--- src/rtl/id_ex_stage.sv ---
// ============================================================================
// Module      : id_ex_stage
// Description : Decode register file, load-use hazard detect, ID/EX register.
//               Optional macro PERF_CNT_EN adds stall/flush event counters.
// Revision    : 1.0 - initial release
// ============================================================================
`default_nettype none

module id_ex_stage #(
    parameter int DATA_W = 16,
    parameter int REG_AW = 3
) (
    input  logic              clk,
    input  logic              rst,
    input  logic              valid_d,
    input  logic [REG_AW-1:0] Rs1D,
    input  logic [REG_AW-1:0] Rs2D,
    input  logic [REG_AW-1:0] RdD,
    input  logic [DATA_W-1:0] ImmD,
    input  logic              RegWriteD,
    input  logic              MemReadD,
    input  logic              MemWriteD,
    input  logic              ALUSrcD,
    input  logic [2:0]        ALUControlD,
    input  logic              RegwriteW,
    input  logic [REG_AW-1:0] RdW,
    input  logic [DATA_W-1:0] ResultW,
    input  logic              flush_e,
    output logic              validE,
    output logic [DATA_W-1:0] RD1E,
    output logic [DATA_W-1:0] RD2E,
    output logic [DATA_W-1:0] ImmE,
    output logic [REG_AW-1:0] Rs1E,
    output logic [REG_AW-1:0] Rs2E,
    output logic [REG_AW-1:0] RdE,
    output logic              RegWriteE,
    output logic              MemReadE,
    output logic              MemWriteE,
    output logic              ALUSrcE,
    output logic [2:0]        ALUControlE,
`ifdef PERF_CNT_EN
    output logic [15:0]       stall_cnt,
    output logic [15:0]       flush_cnt,
`endif
    output logic              stall_fd
);

    localparam int c_NREG = 1 << REG_AW;

    logic [DATA_W-1:0] r_regs [c_NREG];
    logic              w_wbActive;
    logic              w_bypass1;
    logic              w_bypass2;
    logic [DATA_W-1:0] w_rd1;
    logic [DATA_W-1:0] w_rd2;
    logic              w_hazardMatch;

    // r0 is never written, so it stays at its reset value of zero
    always_ff @(posedge clk or negedge rst) begin
        if (!rst) begin
            for (int i = 0; i < c_NREG; i++) begin
                r_regs[i] <= '0;
            end
        end else if (w_wbActive) begin
            r_regs[RdW] <= ResultW;
        end
    end

    assign w_wbActive = RegwriteW && (RdW != '0);
    assign w_bypass1  = w_wbActive && (RdW == Rs1D);
    assign w_bypass2  = w_wbActive && (RdW == Rs2D);

    always_comb begin
        w_rd1 = '0;
        w_rd2 = '0;
        if (Rs1D != '0) begin
            w_rd1 = w_bypass1 ? ResultW : r_regs[Rs1D];
        end
        if (Rs2D != '0) begin
            w_rd2 = w_bypass2 ? ResultW : r_regs[Rs2D];
        end
    end

    assign w_hazardMatch = (RdE != '0) && ((RdE == Rs1D) || (RdE == Rs2D));
    assign stall_fd      = rst && valid_d && validE && MemReadE && w_hazardMatch && !flush_e;

    // Flush and load-use stall both leave an all-zero bubble in E
    always_ff @(posedge clk or negedge rst) begin
        if (!rst) begin
            validE      <= 1'b0;
            RD1E        <= '0;
            RD2E        <= '0;
            ImmE        <= '0;
            Rs1E        <= '0;
            Rs2E        <= '0;
            RdE         <= '0;
            RegWriteE   <= 1'b0;
            MemReadE    <= 1'b0;
            MemWriteE   <= 1'b0;
            ALUSrcE     <= 1'b0;
            ALUControlE <= '0;
        end else if (flush_e || stall_fd) begin
            validE      <= 1'b0;
            RD1E        <= '0;
            RD2E        <= '0;
            ImmE        <= '0;
            Rs1E        <= '0;
            Rs2E        <= '0;
            RdE         <= '0;
            RegWriteE   <= 1'b0;
            MemReadE    <= 1'b0;
            MemWriteE   <= 1'b0;
            ALUSrcE     <= 1'b0;
            ALUControlE <= '0;
        end else begin
            validE      <= valid_d;
            RD1E        <= w_rd1;
            RD2E        <= w_rd2;
            ImmE        <= ImmD;
            Rs1E        <= Rs1D;
            Rs2E        <= Rs2D;
            RdE         <= RdD;
            RegWriteE   <= valid_d && RegWriteD;
            MemReadE    <= valid_d && MemReadD;
            MemWriteE   <= valid_d && MemWriteD;
            ALUSrcE     <= ALUSrcD;
            ALUControlE <= ALUControlD;
        end
    end

`ifdef PERF_CNT_EN
    localparam logic [15:0] c_CNT_MAX = 16'hFFFF;

    always_ff @(posedge clk or negedge rst) begin
        if (!rst) begin
            stall_cnt <= '0;
            flush_cnt <= '0;
        end else begin
            if (stall_fd && (stall_cnt != c_CNT_MAX)) begin
                stall_cnt <= stall_cnt + 16'd1;
            end
            if (flush_e && (flush_cnt != c_CNT_MAX)) begin
                flush_cnt <= flush_cnt + 16'd1;
            end
        end
    end
`endif

endmodule

`default_nettype wire

--- config.mk ---
export PLATFORM = sky130hd
export DESIGN_NAME = id_ex_stage
export DESIGN_NICKNAME = d
export VERILOG_FILES = /design/src/rtl/id_ex_stage.sv
export SDC_FILE = /design/constraint.sdc
export NUM_CORES = 1
export LEC_CHECK = 0
export CAP_MARGIN = 15
export CORE_MARGIN = 1.5
export CORE_UTILIZATION = 50
export DETAILED_ROUTE_END_ITERATION = 8
export GPL_TIMING_DRIVEN = 0
export PLACE_DENSITY = 0.79
export SLEW_MARGIN = 0
export SYNTH_ARGS = -nofsm -noshare
export SYNTH_HDL_FRONTEND = slang
export SYNTH_SLANG_ARGS = --single-unit
--- constraint.sdc ---
create_clock -name clk -period 1.5 [get_ports clk]
set_input_delay 0.3 -clock clk [delete_from_list [all_inputs] [get_ports clk]]
set_output_delay 0.3 -clock clk [all_outputs]
set_load 0.01 [all_outputs]
==> impl_metrics.toml <==
[sta]
worstMarginPinSlew_ps = 989
slew_headroom_pct = 34.1
fmax_ghz = 0.488
fin_hold_ws_ps = -265
fin_crit_ps = 2050
hold_viol_final = 116
setup_ws_ps = -549
report.final.slew_viol_count = 0
finalCritPeriodShare_pct = 137
setup_viol = 73
rsz0062_at_grt = "yes"
finalClockSkew_ps = 10.6

[floorplan]
rows = 49
io_pins = 122
die_x_um = 139
core_mm2 = 0.0180
die_h_um = 139
start_util_pct = 51.2
dieArea_mm2 = 0.0192

[logic_synthesis]
synth_area_per_cell_um2 = 15.4
yosys_most_used_dff = "dfrtp_1"
netlist_area_mm2 = 0.00919
yosysWarnings = 0
yosysSeqAreaShare_pct = 52.6
syn_inst = 595
synth_area_leader_cell = "dfrtp_1"
synth-edff-count = 0
synth_async_sr_flop_share_pct = 100
synth_area_leaders = "dfrtp_1, mux2_2, mux4_2"
synth_fp_nets = 651
synth_top_area_share_pct = 52.6
ys_ff_latch = 193
synth_cell_types = 31

[power]
swShare_pct = 26.5
clkPwrFrac_pct = 34.6
leakagePower_uw = 0.00560
comb_power_share_pct = 21.5
p_sw_uw = 4000
vdd_ir_drop_max_mv = 0.840
p_int_uw = 11100
p_per_area_mw_per_mm2 = 1250
seqPwrFrac_pct = 43.9

[grt]
grt_pass1_wl_um = 40200
first_global_vias = 6612
grt_antenna_before_repair = 0
grt_max_degree = 61
grt_overflow = 0
track_usage_pct = 28.1

[clock_network]
cts_made_buffers = 17
cts_root_buf = "clkbuf_16"
cts_tree = "built"
clk_pin_slew_worst_paths_ps = 70
cts_sinks = 193
htreeDepth = 4
cts_buffer_depth = 2
worst_skew_pair.late_latency_ps = 440

[finish]
final_util_pct = 67.3
fillers = 1172
layout.nets = 821
syn_to_final_growth_pct = 31.5
antennaDiodeCount = 0
multi_input_area_mm2 = 0.00424
area.sequential_mm2 = 0.00483
design_area_mm2 = 0.0121
drive_gt1_share_pct = 43.7
stdcell_count = 1007

[place]
gp_congestion = 0.828
placed_cells = 942
place_area_mm2 = 0.0107
io_buffers = 117
place_hpwl_um = 15200

[setup_path]
cp.required_ps = 1200
reg2reg_slack_ps = -420
cp_data_arrival_time_ps = 1750
r2r-end = "RD1E[4]"
rr_startpoint = "RdE[2]"
endpoint_kind = "primary output"
critPathMaxFanout = 4
start_kind = "flop"
reg2regPathDepth = 9
crit_type = "reg -> out"

[route]
via_per_inst = 6.19
wl_um = 26000
drtIter0Drc = 448
drtPass1Iterations = 5
drt-wirelength-per-cell_um = 25.8
dr_total_vias = 6229
drtAntennaViolNets = 0
drc = 0

[run_status]
status = "complete, but fails checks"
violations = "hold timing, setup timing"

[worst_hold_path]
worst_hold_path_type = "in -> async"

[flow_run]
cap_violations = 0
power groups by stage:
stage | Clock [µW] | Combinational [µW] | Sequential (µW)
5_1_grt | 5480 | 3460 | 6720
6_report | 5240 | 3250 | 6640
3_3_place_gp | 0 | 2920 | 6600
2_1_floorplan | 0 | 1930 | 6570
4_1_cts | 5260 | 3110 | 6590
3_5_place_dp | 0 | 3030 | 6690
worst max path at each step:
| stage | startpoint | endpoint | cells past startpoint |
|---|---|---|---|
| 2_1_floorplan | Rs2D[0] | RD2E[10] | 6 |
| 5_1_grt | RdE[0] | stall_fd | 5 |
| 6_report | RdE[0] | stall_fd | 5 |
| 3_3_place_gp | rst | RdE[0] | 1 |
| 4_1_cts | RdE[1] | stall_fd | 5 |
| 3_5_place_dp | rst | stall_fd | 6 |
layout make-up:
| class | count | area share [%] |
|---|---|---|
| multi-input cells | 343 | 35.1 |
| well taps | 229 | 2.37 |
| repair buffers | 151 | 12.7 |
| plain buffers | 59 | 4.27 |
| flip-flops and latches | 193 | 40.0 |
| clock buffers | 17 | 3.52 |
| clock inverters | 15 | 2.09 |
per-layer routing:
metal	part of all wire, %	routed length (µm)	up-vias	global-route usage, %
li1	-	-	2543	-
met1	38	9990	3264	36.1
met2	50	13100	338	46.3
met3	7.0	1820	84	6.70
met4	4.1	1070	0	11.3
met5	0	0	-	0
cell usage in the layout (no fill, tap or decap), types with 3 or more instances in the layout:
cell,Yosys,routed
nor2_4,0,15
clkbuf_4,1,4
and2_1,30,30
mux2i_1,32,31
bufinv_16,0,6
clkbuf_16,0,17
clkbuf_8,0,3
inv_6,0,3
o211a_1,16,16
clkbuf_1,27,19
nand4b_1,3,3
mux2_2,128,126
buf_4,6,26
buf_12,0,9
dfrtp_1,193,190
clkinvlp_4,0,4
xnor2_1,10,4
nand2_1,18,18
xnor2_2,0,6
nor3_4,0,3
dlygate4sd2_1,0,65
mux4_2,55,63
dfrtp_2,0,3
buf_16,0,3
buf_6,9,22
clkdlybuf4s50_1,0,46
bufbuf_16,0,3
and3_1,4,4
clkbuf_2,1,5
metrics by stage:
step | power [µW] | setup TNS (ps) | setup slack (ps)
2_1_floorplan | 8500 | -3100 | -100
3_3_place_gp | 9520 | -1985030 | -7980
3_5_place_dp | 9710 | -163730 | -1560
4_1_cts | 15000 | -20440 | -543
5_1_grt | 15700 | -29040 | -609
6_report | 15100 | -23290 | -549
critical path: stages (launching register included):
cell	delay [ps]
dfrtp_2	480
xnor2_2	160
nand3_2	110
a211oi_4	270
nor2b_4	180
buf_6	110
kinds of logic (layout without fill, tap and decap cells):
family / after synthesis / count (layout) / share of synthesized area [%]
simple gates: 88 / 88 / 5.28
compound gates: 20 / 20 / 2.25
buf+inv: 59 / 242 / 3.65
mux: 224 / 224 / 35.2
xor+xnor: 11 / 11 / 1.05
flops: 193 / 193 / 52.6
repair_timing:
| item | 4_1_cts | 5_1_grt |
|---|---|---|
| pin swaps | 24 | 23 |
| hold endpoints to repair | 116 | 116 |
| gates cloned | 8 | 0 |
| setup buffers | 21 | 6 |
| setup endpoints to repair | 243 | 99 |
| gates resized for setup | 128 | 53 |
Yosys cell counts (3+ instances only):
library cell  number
dfrtp_1          193
and2_1            30
buf_2             15
nand4b_1           3
buf_6              9
mux4_2            55
o211a_1           16
buf_4              6
xnor2_1           10
mux2i_1           32
nor2_1            18
mux2_2           128
clkbuf_1          27
and3_1             4
mux4_1             9
nor3_1             3
nand2_1           18
flip-flops by register name, summed over array words and instances (netlist names):
register / flops
ALUControlE: 3
ALUSrcE: 1
ImmE: 16
MemReadE: 1
MemWriteE: 1
RD1E: 16
RD2E: 16
RdE: 3
RegWriteE: 1
Rs1E: 3
Rs2E: 3
r_regs: 128
validE: 1
(Power assumes the default switching activity.)
